<file path="config.mk">
export PLATFORM = sky130hd
export DESIGN_NAME = frame_sanitizer
export DESIGN_NICKNAME = d
export VERILOG_FILES = /design/src/rtl/frame_sanitizer.sv
export SDC_FILE = /design/constraint.sdc
export NUM_CORES = 1
export LEC_CHECK = 0
export ABC_AREA = 1
export BUFFER_PORTS_ARGS = -buffer_cell sky130_fd_sc_hd__buf_2
export CELL_PAD_IN_SITES_DETAIL_PLACEMENT = 2
export CELL_PAD_IN_SITES_GLOBAL_PLACEMENT = 2
export CORE_MARGIN = 2
export CORE_UTILIZATION = 30
export CTS_BUF_LIST = sky130_fd_sc_hd__clkbuf_8 sky130_fd_sc_hd__clkbuf_16
export DETAILED_ROUTE_END_ITERATION = 12
export PLACE_DENSITY_LB_ADDON = 0.08
export SKIP_CTS_REPAIR_TIMING = 1
export SYNTH_ARGS = -nofsm -noshare
export SYNTH_HDL_FRONTEND = slang
export SYNTH_SLANG_ARGS = --single-unit
</file>
<file path="constraint.sdc">
create_clock -name CLK -period 5.7 [get_ports CLK]
set_clock_uncertainty 0.2 [all_clocks]
set_input_delay 0.855 -clock CLK [delete_from_list [all_inputs] [get_ports CLK]]
set_output_delay 0.855 -clock CLK [all_outputs]
set_load 0.01 [all_outputs]
</file>
<file path="src/rtl/frame_sanitizer.sv">
// Frame sanitizer: forwards header/data/footer frames from the mixer stream,
// drops orphan words and closes frames whose footer is missing.
module frame_sanitizer #(
  parameter int          DATA_WIDTH    = 64,
  parameter logic [15:0] HEADER_ID     = 16'hAAAA,
  parameter logic [15:0] FOOTER_ID     = 16'h5555,
  parameter logic [15:0] ERR_FOOTER_ID = 16'hEEEE,
  parameter int          CNT_WIDTH     = 16
) (
  input  logic                  CLK,
  input  logic                  RESET,
  input  logic [DATA_WIDTH-1:0] DIN,
  input  logic                  iVALID,
  output logic                  oREADY,
  output logic [DATA_WIDTH-1:0] DOUT,
  output logic                  oVALID,
  input  logic                  iREADY,
  output logic [CNT_WIDTH-1:0]  FRAME_CNT,
  output logic [CNT_WIDTH-1:0]  HEADER_LOST_CNT,
  output logic [CNT_WIDTH-1:0]  FOOTER_LOST_CNT
);

  typedef enum logic [1:0] {
    ST_HDR = 2'd0,
    ST_DAT = 2'd1,
    ST_FTR = 2'd2
  } state_t;

  localparam logic [CNT_WIDTH-1:0]  CNT_ONE  = {{(CNT_WIDTH-1){1'b0}}, 1'b1};
  localparam logic [DATA_WIDTH-1:0] ERR_WORD = {{(DATA_WIDTH-16){1'b0}}, ERR_FOOTER_ID};

  function automatic logic [CNT_WIDTH-1:0] sat_inc(input logic [CNT_WIDTH-1:0] v);
    return (&v) ? v : v + CNT_ONE;
  endfunction

  state_t                  state_r, state_s;
  logic [11:0]             rem_r, rem_s;
  logic [DATA_WIDTH-1:0]   dout_r, dout_s;
  logic                    valid_r, valid_s;
  logic [CNT_WIDTH-1:0]    frame_cnt_r, hl_cnt_r, fl_cnt_r;
  logic                    inc_frame_s, inc_hl_s, inc_fl_s;
  logic                    hdr_ok_s, ftr_ok_s, out_free_s, synth_s, accept_s;
  logic [11:0]             len_s;

  assign hdr_ok_s   = (DIN[63:48] == HEADER_ID);
  assign ftr_ok_s   = (DIN[15:0] == FOOTER_ID);
  assign len_s      = DIN[11:0];
  assign out_free_s = !valid_r || iREADY;
  // A non-footer word in FTR is held back while the synthetic footer goes out.
  assign synth_s    = (state_r == ST_FTR) && iVALID && !ftr_ok_s;
  assign oREADY     = out_free_s && !synth_s;
  assign accept_s   = iVALID && oREADY;

  assign DOUT            = dout_r;
  assign oVALID          = valid_r;
  assign FRAME_CNT       = frame_cnt_r;
  assign HEADER_LOST_CNT = hl_cnt_r;
  assign FOOTER_LOST_CNT = fl_cnt_r;

  // Next-state, output-word and counter-increment decode.
  always_comb begin
    state_s     = state_r;
    rem_s       = rem_r;
    dout_s      = dout_r;
    valid_s     = valid_r && !iREADY;
    inc_frame_s = 1'b0;
    inc_hl_s    = 1'b0;
    inc_fl_s    = 1'b0;
    case (state_r)
      ST_HDR: begin
        if (accept_s && hdr_ok_s) begin
          dout_s  = DIN;
          valid_s = 1'b1;
          rem_s   = len_s;
          state_s = (len_s != 12'd0) ? ST_DAT : ST_FTR;
        end else begin
          inc_hl_s = accept_s;
        end
      end
      ST_DAT: begin
        if (accept_s) begin
          dout_s  = DIN;
          valid_s = 1'b1;
          rem_s   = rem_r - 12'd1;
          state_s = (rem_r == 12'd1) ? ST_FTR : ST_DAT;
        end else begin
          state_s = ST_DAT;
        end
      end
      ST_FTR: begin
        if (iVALID && out_free_s) begin
          valid_s     = 1'b1;
          state_s     = ST_HDR;
          dout_s      = ftr_ok_s ? DIN : ERR_WORD;
          inc_frame_s = ftr_ok_s;
          inc_fl_s    = !ftr_ok_s;
        end else begin
          state_s = ST_FTR;
        end
      end
      default: begin
        state_s = ST_HDR;
      end
    endcase
  end

  // State, output register and saturating status counters.
  always_ff @(posedge CLK or posedge RESET) begin
    if (RESET) begin
      state_r     <= ST_HDR;
      rem_r       <= 12'd0;
      dout_r      <= {DATA_WIDTH{1'b0}};
      valid_r     <= 1'b0;
      frame_cnt_r <= {CNT_WIDTH{1'b0}};
      hl_cnt_r    <= {CNT_WIDTH{1'b0}};
      fl_cnt_r    <= {CNT_WIDTH{1'b0}};
    end else begin
      state_r <= state_s;
      rem_r   <= rem_s;
      dout_r  <= dout_s;
      valid_r <= valid_s;
      if (inc_frame_s) frame_cnt_r <= sat_inc(frame_cnt_r);
      if (inc_hl_s)    hl_cnt_r    <= sat_inc(hl_cnt_r);
      if (inc_fl_s)    fl_cnt_r    <= sat_inc(fl_cnt_r);
    end
  end

endmodule

</file>
After elaboration in Yosys (flattened, before gate mapping)
Cells that the tools add are included.

Register bits: 127. Bits in latches: 0. RAM bits: 0. Memory bits (read-only): 0. Input bits: 68. Output and inout bits: 114. Memories: 0.

Add/subtract/negate cells: 4. Multiply operators: 0. Divide/modulo/power cells: 0. Order comparisons: 0. Eq/ne operators: 8. Shift-type cells: 0. Multiplexer cells: 24. Bitwise logic cells: 3. Reductions and logical operators: 24.

Operators with widths (number): $mux W64 (4); $pmux W64 S3 (1); $add A16 B1 Y16 const B (3); $reduce_and A16 Y1 (3); $mux W12 (2); $pmux W12 S2 (1); $eq A16 B15 Y1 const B (1); $eq A16 B16 Y1 const B (1); $eq A12 B1 Y1 const B (1); $reduce_bool A12 Y1 (1); $sub A12 B1 Y12 const B (1); $mux W2 (5); $mux W1 (9); $logic_and A1 B1 Y1 (7); $pmux W2 S3 (1); $reduce_and A2 Y1 (3); $logic_not A1 Y1 (4); $ne A2 B2 Y1 const B (2); $reduce_and A4 Y1 (1); $not A1 Y1 (3); $pmux W1 S3 (1); $reduce_and A3 Y1 (1); $reduce_bool A3 Y1 (1); $eq A2 B1 Y1 const B (1); 5 further kinds (5).

Logic depth before layout (Yosys ltp)
Gate-level depths: netlist of the first run.

Word-level depth: 10. Depth in mapped cells: 13. Gate-level depth less buffers: 12.

Worst setup path after synthesis of the first run
Ideal clock, no wire load.

Path type: input-to-output. Start: input DIN[1]. End: output oREADY. Arrival: 1757 ps. Path slack: 2888 ps. Cell stages on the path: 7. Buffers on the path: 2. Cells stage by stage: nor2_1 nand2_1 nor2_2 nand2_2 buf_6 clkbuf_1 a31oi_1.

Longest elaborated chain between the ends: 5.

Ends and longest elaborated chain: start, declared (line 12) `input logic [DATA_WIDTH-1:0] DIN,`; $eq A16 B15 Y1 (line 46) `assign ftr_ok_s = (DIN[15:0] == FOOTER_ID);`; $logic_not A1 Y1 (line 50) `assign synth_s = (state_r == ST_FTR) && iVALID && !ftr_ok_s;`; $logic_and A1 B1 Y1 (line 50); $logic_not A1 Y1 (line 51) `assign oREADY = out_free_s && !synth_s;`; $logic_and A1 B1 Y1 (line 51); end, declared (line 14) `output logic oREADY,`.

No other way between the ends.

Worst setup path in the final report of the first run
Start: input DIN[48]. End: register dout_r[28] (netlist: DOUT[28]).

Longest elaborated chain between the ends: 4.

Ends and longest elaborated chain: $eq A16 B16 Y1 (line 45) `assign hdr_ok_s = (DIN[63:48] == HEADER_ID);`; $logic_and A1 B1 Y1 (line 71) `if (accept_s && hdr_ok_s) begin`; $ne A2 B2 Y1 (no line); $reduce_and A4 Y1 (no line); end signal, assigned (line 112) `dout_r <= {DATA_WIDTH{1'b0}};`; end signal, assigned (line 120) `dout_r <= dout_s;`; end, declared (line 38) `logic [DATA_WIDTH-1:0] dout_r, dout_s;`.

No other way between the ends. A chain may end at the register's enable or synchronous reset.

==> results of run 1 <==
synthesized netlist by cell type:
| library cell | number | area share (%) |
|---|---|---|
| nor2_4 | 4 | 0.62 |
| nor3_1 | 14 | 0.96 |
| a21boi_1 | 14 | 1.4 |
| buf_4 | 3 | 0.31 |
| buf_1 | 1 | 0.051 |
| nand3b_1 | 3 | 0.31 |
| nand3_4 | 1 | 0.24 |
| a21oi_1 | 14 | 0.96 |
| a31oi_1 | 1 | 0.086 |
| ha_1 | 9 | 1.5 |
| nand3_2 | 2 | 0.27 |
| nor2_1 | 57 | 2.9 |
| inv_2 | 4 | 0.21 |
| nor2_2 | 6 | 0.51 |
| nand4_1 | 73 | 6.3 |
| inv_1 | 81 | 4.2 |
| o21ai_1 | 9 | 0.62 |
| nand3_1 | 52 | 3.6 |
| o211ai_1 | 1 | 0.10 |
| clkbuf_1 | 13 | 0.67 |
| o21ai_4 | 1 | 0.22 |
| nor3b_1 | 1 | 0.10 |
| a21boi_0 | 27 | 2.8 |
| or2_2 | 2 | 0.17 |
| dfrtp_1 | 127 | 44 |
| nand2_1 | 332 | 17 |
| xor2_1 | 30 | 3.6 |
| o21ai_0 | 26 | 1.8 |
| nand2_2 | 7 | 0.60 |
| buf_2 | 26 | 1.8 |
| buf_6 | 9 | 1.4 |
| xnor2_1 | 9 | 1.1 |
metal layers:
metal	share of wire, %	wire [um]	global-route usage, %	vias to the layer above
met5	0	0	0	-
met1	45	11500	26.6	3476
met4	1.6	407	5.53	0
met3	3.7	946	4.00	16
li1	-	-	-	3419
met2	50	12800	35.1	120
final cells by class:
| type | instances | area share [%] |
|---|---|---|
| diodes | 3 | 0.0833 |
| clock buffers | 17 | 4.72 |
| clock inverters | 14 | 2.39 |
| inverters | 85 | 3.57 |
| multi-input cells | 695 | 38.9 |
| flip-flops and latches | 127 | 35.2 |
| well taps | 324 | 4.50 |
| repair buffers | 188 | 10.6 |
worst register-to-register path: cells and delay by family, from the launching register on:
kind,cells,cell delay [ns]
compound gates,1,0.20
fa+ha+maj,1,0.33
buf+inv,2,0.70
flops,1,0.40
simple gates,3,1.18
worst min path at each step:
stage / from / endpoint / slack [ns] / cells past startpoint
finish: DOUT[63] / DOUT[63] / 0.27 / 2
global route: DOUT[23] / DOUT[23] / 0.29 / 2
CTS: DOUT[23] / DOUT[23] / 0.27 / 2
detailed placement: DOUT[23] / DOUT[23] / 0.26 / 2
global placement: DOUT[40] / DOUT[40] / 0.25 / 2
floorplan: rem_r[9] / rem_r[9] / 0.27 / 2
flip-flops by register name (all words and copies together) (netlist names):
name	cells
HEADER_LOST_CNT	16
FOOTER_LOST_CNT	16
FRAME_CNT	16
state_r	2
rem_r	12
oVALID	1
DOUT	64
logic make-up (layout without fill, tap and decap cells):
family,count (synthesis),after routing
and+or+nand+nor,554,554
buffers and inverters,137,304
DFF,127,127
AOI/OAI and AO/OA,93,93
xor gates and xnor gates,39,39
adders and majority gates,9,9
other,0,3
report_power, final:
part | switching, uW | internal [uW]
logic | 1070 | 530
registers | 224 | 1210
clock network | 440 | 776
total | 1740 | 2520
layout by cell type (no fill, tap or decap), drive strengths merged, types with 2 or more instances in the layout:
master,count
buf,188
a21oi,14
bufinv,5
o21ai,36
clkbuf,17
clkinv,4
or2,2
ha,9
dfrtp,127
a21boi,41
nand3,55
nor2,67
inv,89
nor3,14
nand4,73
xnor2,9
nand3b,3
diode,3
nand2,339
xor2,30
metrics by stage:
| stage | hold WS (ns) | instance area [um2] | power (uW) |
|---|---|---|---|
| 5_1_grt | 0.295 | 9010 | 4600 |
| 6_report | 0.265 | 9020 | 4250 |
| 3_5_place_dp | 0.259 | 8370 | 3090 |
| 4_1_cts | 0.273 | 9010 | 4330 |
| 3_3_place_gp | 0.248 | 8370 | 3040 |
| 2_1_floorplan | 0.271 | 7290 | 2480 |
==> summary.md, run 1 <==
| Metric | Value |
|---|---|
| Critical path's top delay family | simple AND/OR/NAND/NOR gates |
| ANT nets after route | 0 |
| Max-slew violations | 0 |
| Max VDD drop | 0.166 mV |
| CTS tree | built |
| DRC Markers | 0 |
| Clock Pin Slew Worst Setup and Hold Paths | 0.06 ns |
| Initial core utilization | 30.3% |
| Status | completed |
| Register bit total from synthesis | 127 |
| Post-synthesis mux area share | 0% |
| Root buffer cell | clkbuf_16 |
| Compound-cell area share of the yosys netlist | 7.99% |
| Synth-to-layout area growth | 23.6% |
| Largest net degree at the start of global routing | between 60 and 70 |
| Vias in the first global route | 7,582 |
| Sequential fraction of the synthesis area | 43.6% |
| Least-Margin Pin Slew | roughly 0.83 ns |
| Initial antenna violation count | 3 |
| Initial DRC Count | 238 |
| First-pass detailed-route iteration total | 4 |
| Die Width | 160 um |
| Max FO, Critical Path | 64 |
| Vias per inst | 4.84 |
| Clk sink count | 127 |
| Post-Synth XOR/XNOR Area | 4.68% |
| Synth cell types | 32 |
| Worst Setup End Kind | register |
| Core area | 0.0241 mm2 |
| Clock latency on the worst-skew pair | 0.42 ns |
| Pre-CTS setup slack | 1.95 ns |
| Leak Pwr | 0.00480 uW |
| DR vias | 7,031 |
| Crit path buffers/inverters | 3 |
| Peak Freq | 300 MHz |
| Total Die Area | around 0.026 mm2 |
| Post-Synth Adder-Cell Area | 1.54% |
| Layout Nets | 1,191 |
| Post-Layout Cell Count | 1,453 |
| Wire per inst | 17.7 um |
| Sequential Area | 0.00318 mm2 |
| Worst-path cell chain | buf_2 -> inv_1 -> nand2_1 -> nor2_1 -> nand2_1 -> o21ai_4 -> buf_4 -> nand3_4 -> nand2_1 -> nand2_1 |
| IO Pins | 182 |
| Total CTS buffers | 17 |
| RSZ-0062 raised after global routing | no |
| Largest family of logic cells by synthesized area | simple AND/OR/NAND/NOR gates |
| Layout fillers | roughly 2,900 |
| DP HPWL | 18,300 um |
| Max-Cap Viols | 0 |
| Endpoints failing hold | 0 |
| H-tree depth | 4 |
| Tot GR Track Use | 20.5% |
| Worst Setup SP | DIN[48] |
| Reg2reg end | DOUT[28] |
| Crit path capture | DOUT[28] |
| Worst Setup Start Kind | input port |
| P per Cell Area | 472 mW/mm2 |
| Placement Rows | 57 |
| Final setup margin | 2.37 ns |
| Setup_tns | 0 ns |
| Syn Std Cell Area | roughly 0.0073 mm2 |
| Arr. time, crit path | 3.43 ns |
| Setup-failing EPs final | 0 |
| CTS Buffer Depth | 2 |
| Cell count after synthesis | 959 |
| Final core utilization | 37.4% |
| Dpl cells | 1,419 |
| Critical Path Max Stage Delay | 0.77 ns |
| Synthesized-area fraction occupied by and/or/nand/nor cells | 33.6% |
| Gpl congestion | ~0.77 |
| Worst reg2reg startpoint | state_r[0] |
| First-pass GRT wire length | between 40,000 and 50,000 um |
| Period Utilization, post-route | 58.5% |
| Hold Crit Class | reg2reg |
| Slowest CP cell | nand3_4 |
| Relative slew slack | 44.2% |
| Share of cells above drive strength 1 | 22.0% |
| Worst Reg2Reg Path Length in Cells | 7 |
| # port buffers | approximately 180 |
| Req. time, crit path | 5.79 ns |
| Congestion Overflow GR | 0 |
| FF-to-FF setup slack | about 2.6 ns |
| Synth Area per Inst | 7.61 um2 |
| Crit path kind | in2reg |
| Net Count, Synth | roughly 1,000 |
| Multi-input logic area | 0.00350 mm2 |
| Height of the die | 160 um |
| Most frequent CP cell | nand2_1 |
| Yosys warnings | 0 |
| Final min period | about 3.3 ns |
| Routed wire length | 25,700 um |
| CP Depth | 10 |
Power figures use the tool's default switching activity.
==> run 2: changes to the inputs <==
--- a/config.mk
+++ b/config.mk
@@ -10,7 +10,7 @@
 export CELL_PAD_IN_SITES_DETAIL_PLACEMENT = 2
 export CELL_PAD_IN_SITES_GLOBAL_PLACEMENT = 2
 export CORE_MARGIN = 2
-export CORE_UTILIZATION = 30
+export CORE_UTILIZATION = 27
 export CTS_BUF_LIST = sky130_fd_sc_hd__clkbuf_8 sky130_fd_sc_hd__clkbuf_16
 export DETAILED_ROUTE_END_ITERATION = 12
 export PLACE_DENSITY_LB_ADDON = 0.08
==> constraint.sdc (replaced) <==
create_clock -name CLK -period 2.9 [get_ports CLK]
set_clock_uncertainty 0.2 [all_clocks]
set_input_delay 0.435 -clock CLK [delete_from_list [all_inputs] [get_ports CLK]]
set_output_delay 0.435 -clock CLK [all_outputs]
set_load 0.01 [all_outputs]
==> run 2 against run 1 <==
Effect of this change:
- hold slack lost 0.12 ns
- combinational power grew 100%
- routed wire length grew 2.1%
- final area grew 2.2%
- total power grew 100%
- die area grew 11%
- global-route usage shrank 1.5 points
- largest power group unchanged
- clock power grew 100%
- largest cell class unchanged
- count of clock-buffer cells in the layout grew 1
- critical path depth shrank 2
- sequential power grew 97%
- sequential share of layout area shrank 0.77 points
- critical path type is now reg2reg
==> summary.md, run 2 (synthesized netlist as in run 1, its figures left out) <==
| Metric | Value |
|---|---|
| Max-Cap Viols | 0 |
| Clock latency on the worst-skew pair | 0.42 ns |
| Routed wire length | between 20,000 and 30,000 um |
| H-tree depth | 4 |
| Largest net degree at the start of global routing | 61 |
| Initial DRC Count | 277 |
| Commonest cells after routing, fill and taps aside | 332 x nand2_1, 181 x buf_2, 127 x dfrtp_1 |
| Height of the die | 168 um |
| Endpoints failing hold | 0 |
| Tot GR Track Use | 19.1% |
| Placement Rows | 60 |
| Wire per inst | 17.7 um |
| Relative slew slack | around 55% |
| Total CTS buffers | 17 |
| RSZ-0062 raised after global routing | no |
| Metal2 WL | between 10,000 and 15,000 um |
| Final core utilization | 34.5% |
| # port buffers | 181 |
| Placed inst area | approximately 0.0085 mm2 |
| Worst Setup End Kind | register |
| Most common cell after layout, fill and taps aside | nand2_1 |
| Gpl congestion | 0.758 |
| P per Cell Area | 932 mW/mm2 |
| Synth-to-layout area growth | 26.3% |
| Final min period | approximately 2.5 ns |
| Least-Margin Pin Slew | 0.675 ns |
| IO Pins | 182 |
| Hold Crit Class | in2reg |
| First-pass GRT wire length | between 40,000 and 50,000 um |
| Post-route cell area | 0.00922 mm2 |
| Core area | 0.0267 mm2 |
| DRC Markers | 0 |
| Max FO, Critical Path | 14 |
| Vias per inst | 4.79 |
| Root buffer cell | clkbuf_16 |
| Setup-failing EPs final | 0 |
| Max layer used | met5 |
| Arr. time, crit path | 2.60 ns |
| Req. time, crit path | about 3 ns |
| Setup_tns | 0 ns |
| Initial core utilization | 27.3% |
| Die Width | 168 um |
| Pre-CTS setup slack | 0.234 ns |
| Period Utilization, post-route | a little under nine tenths |
| Congestion Overflow GR | 0 |
| DR vias | 7,101 |
| Worst Setup Start Kind | register |
| Layout Nets | 1,205 |
| First-pass detailed-route iteration total | 4 |
| DP HPWL | 19,300 um |
| CTS tree | built |
| Max-slew violations | 0 |
| Met3 WL post-DR | between 800 and 900 um |
| WL met1 | 12,300 um |
| Initial antenna violation count | 3 |
| Peak Freq | 401 MHz |
| Hold_ws | 0.146 ns |
| Share of cells above drive strength 1 | between 20 and 25% |
| Clk sink count | 127 |
| Max VDD drop | 0.335 mV |
| Crit path kind | reg2reg |
| Layout fillers | between 3,000 and 4,000 |
| Leak Pwr | 0.00488 uW |
| Clock Pin Slew Worst Setup and Hold Paths | 0.07 ns |
| CTS Buffer Depth | 2 |
| Largest register FFs | 64 |
| FF-to-FF setup slack | 0.40 ns |
| Total Die Area | 0.0283 mm2 |
| Vias in the first global route | 7,490 |
| Status | completed |
| Final setup margin | ~0.40 ns |
| ANT nets after route | 0 |
-- run 2: cell types whose count changed in the layout (fill, tap and decap cells not counted), sizes merged --
cell	delta
bufinv	+1
dlygate4sd3	+1
clkinv	+1
inv	-4
diode	-1
buf	+13
clkbuf	+1
clkinvlp	+1
-- run 2: layer usage --
metal  GRT usage, %  vias up
met1           25.8     3510
met3           3.31       28
met4           4.87        2
li1               -     3442
met2           31.6      119
met5              0        -
-- run 2: worst paths after layout --
| path | start | end | depth (start not counted) |
|---|---|---|---|
| setup / recovery | FOOTER_LOST_CNT[0] | FOOTER_LOST_CNT[2] | 8 |
| hold / removal | iREADY | oVALID | 4 |
| setup reg to reg | FOOTER_LOST_CNT[0] | FOOTER_LOST_CNT[2] | 8 |
| hold reg to reg | DOUT[38] | DOUT[38] | 2 |
| max in group asynchronous | RESET | DOUT[60] | 4 |
| min in group asynchronous | RESET | FOOTER_LOST_CNT[14] | 3 |
-- run 2: layout make-up --
class,count,area [um2],share of cell area (%)
antenna,2,5.00,0.0543
clock buffer,18,439,4.77
clock inverter,13,236,2.57
inverter,85,323,3.50
multi-input combinational,695,3500,38.0
sequential,127,3180,34.5
tap,341,427,4.63
timing repair buffer,202,1100,12.0
-- run 2: power by group --
part | internal (uW) | switching, uW
Sequential | 2380 | 436
Combinational | 1130 | 2150
Clock | 1640 | 855
-- run 2: worst max-delay path: stages, from the launching register on --
cell and delay (ns):
dfrtp_1 0.47, ha_1 0.30, nand3_1 0.14, inv_1 0.07
nand4_1 0.19, nand3_2 0.35, inv_1 0.39, nand2_1 0.11
xor2_1 0.15
-- run 2: metrics by stage --
stage / power (uW) / cells
floorplan: 4880 / 959
global placement: 6130 / 1449
detailed placement: 6210 / 1449
CTS: 8770 / 1480
global route: 9290 / 1482
finish: 8590 / 1483
==> run 3: changes to the inputs <==
--- a/config.mk
+++ b/config.mk
@@ -9,6 +9,7 @@
 export BUFFER_PORTS_ARGS = -buffer_cell sky130_fd_sc_hd__buf_2
 export CELL_PAD_IN_SITES_DETAIL_PLACEMENT = 2
 export CELL_PAD_IN_SITES_GLOBAL_PLACEMENT = 2
+export CORE_ASPECT_RATIO = 0.8
 export CORE_MARGIN = 2
 export CORE_UTILIZATION = 27
 export CTS_BUF_LIST = sky130_fd_sc_hd__clkbuf_8 sky130_fd_sc_hd__clkbuf_16
==> run 3 against run 2 <==
Effect of this change:
- the flow now finishes with violations (hold timing)
- final area is 0.65% lower
- global-route usage increased by 0.92 points
- routed wire length increased by 4.9%
- critical path depth is 1 higher
- core utilization increased by 0.21 points
- non-clock buffer count is 2 lower
- clock power fell by 11%
- hold slack got worse by 0.20 ns
- flip-flop and latch count is the same
- count of clock-buffer cells in the layout increased by 2
- worst setup slack better by 0.024 ns
- sequential share of layout area up 0.23 points
- highest routed layer is now met4
==> summary.md, run 3 (synthesized netlist as in run 1, its figures left out) <==
| Metric | Value |
|---|---|
| Status | finished with violations |
| Failing checks | hold timing |
| Congestion Overflow GR | 0 |
| Worst Setup SP | HEADER_LOST_CNT[0] |
| Total CTS buffers | 17 |
| Clock Pin Slew Worst Setup and Hold Paths | 0.06 ns |
| Clock latency on the worst-skew pair | between 0.4 and 0.5 ns |
| Largest register FFs | 64 |
| Vias per inst | 4.78 |
| Internal power | 4830 uW |
| Total Power | between 8000 and 9000 uW |
| Routed wire length | between 20,000 and 30,000 um |
| Peak Freq | 404 MHz |
| Most common cell after layout, fill and taps aside | nand2_1 |
| Largest net degree at the start of global routing | 65 |
| Hold Crit Class | in2async |
| WL met1 | 13,600 um |
| Initial core utilization | 27.6% |
| Die Width | ~190 um |
| Combinational share of power | 39.5% |
| FF-to-FF setup slack | 0.43 ns |
| CTS tree | built |
| Period Utilization, post-route | 85.2% |
| H-tree depth | 4 |
| Vias in the first global route | 7,519 |
| Height of the die | between 150 and 200 um |
| Dpl cells | 1,464 |
| Crit path kind | reg2reg |
| Layout Nets | around 1,200 |
| Synth-to-layout area growth | 25.5% |
| Hold_ws | -0.0516 ns |
| P_sw | 3500 uW |
| DRC Markers | 0 |
| Seq pwr share | 33.9% |
| ANT nets after route | 0 |
| First-pass detailed-route iteration total | 4 |
| Gpl congestion | 0.761 |
| Met3 WL post-DR | 1140 um |
| # port buffers | 181 |
| IO Pins | 182 |
| Least-Margin Pin Slew | 0.817 ns |
| Worst Setup End Kind | register |
| First-pass GRT wire length | 43,800 um |
| Endpoints failing hold | 27 |
| Core area | 0.0264 mm2 |
| Req. time, crit path | 3.00 ns |
| Post-Layout Cell Count | 1,498 |
| DP HPWL | 20,100 um |
| Initial antenna violation count | 1 |
| Setup-failing EPs final | 0 |
| DR vias | 7,167 |
| Share of cells above drive strength 1 | between 20% and 30% |
| Relative slew slack | 45.4% |
| Clk sink count | around 130 |
| Placement Rows | 53 |
| Reg2reg end | HEADER_LOST_CNT[0] |
| Clock network power share | 26.5% |
| Max VDD drop | 0.528 mV |
| Max-Cap Viols | 0 |
| Max FO, Critical Path | 20 |
| Worst Reg2Reg Path Length in Cells | 9 |
| Total Die Area | roughly 0.028 mm2 |
| RSZ-0062 raised after global routing | no |
| Commonest cells after routing, fill and taps aside | 332 x nand2_1, 181 x buf_2, 127 x dfrtp_1 |
| Switching Share | 42.0% |
| Arr. time, crit path | 2.57 ns |
| Metal2 WL | 12,500 um |
| Setup_tns | 0 ns |
| P per Cell Area | 910 mW/mm2 |
| Max layer used | met4 |
| Worst reg2reg startpoint | HEADER_LOST_CNT[0] |
| Tot GR Track Use | 20.0% |
| CTS Buffer Depth | 2 |
| Wire per inst | 18.4 um |
| Max-slew violations | 0 |
| Initial DRC Count | 263 |
| Root buffer cell | clkbuf_16 |
| Final min period | 2.47 ns |
| Worst Setup Start Kind | register |
| Leak Pwr | 0.00483 uW |
[run 3: cell count changes in the layout (fill, tap and decap cells not counted)]
cell / previous run / this run
buf_12: 3 / 4
buf_4: 17 / 15
bufinv_16: 6 / 2
clkbuf_8: 1 / 3
clkinv_2: 1 / 2
clkinv_4: 4 / 1
clkinvlp_4: 2 / 6
dlygate4sd3_1: 1 / 0
inv_6: 1 / 2
[run 3: cell type report]
cell class	count	area [um2]
sequential	127	3180
clock inverter	12	134
timing repair buffer	200	1100
multi-input combinational	695	3500
clock buffer	20	467
fill	3158	17200
inverter	85	323
antenna	2	5.00
tap	357	447
[run 3: worst max-delay path by stage]
| stage | end | slack, ns | cells after the start |
|---|---|---|---|
| 2_1_floorplan | DOUT[0] | 0.70 | 1 |
| 3_3_place_gp | DOUT[62] | 0.38 | 10 |
| 3_5_place_dp | FOOTER_LOST_CNT[2] | 0.37 | 8 |
| 4_1_cts | FOOTER_LOST_CNT[2] | 0.35 | 8 |
| 5_1_grt | FOOTER_LOST_CNT[2] | 0.17 | 8 |
| 6_report | HEADER_LOST_CNT[0] | 0.43 | 9 |
[run 3: through the flow]
step	hold WS, ns	instance area, um2	setup slack, ns	utilization (%)
6_report	-0.0516	9160	0.428	34.7
5_1_grt	0.000956	9150	0.169	34.7
4_1_cts	-0.0255	9150	0.354	34.7
3_5_place_dp	0.257	8550	0.367	32.4
3_3_place_gp	0.251	8550	0.376	32.4
2_1_floorplan	0.271	7300	0.698	-
[run 3: per-layer routing]
layer | track usage, % | up-vias
met3 | 3.99 | 16
li1 | - | 3449
met2 | 31.9 | 136
met1 | 27.9 | 3566
met4 | 4.88 | 0
met5 | 0 | -
[run 3: power by group through the flow]
stage               Clock (uW)  Sequential (uW)  Combinational (uW)
floorplan                    0             3000                1880
global placement             0             2850                3280
detailed placement           0             2860                3340
CTS                       2280             2840                3370
global route              2350             2910                3760
finish                    2210             2830                3290
[run 3: critical path, cell delays in order, from the launching register on]
cell and delay, ns:
dfrtp_1 0.41, ha_1 0.26, inv_1 0.11, nor2_2 0.08, nand4_1 0.09, nor2_1 0.05, nor2_1 0.63, nand2_1 0.10
buf_4 0.24, xor2_1 0.15
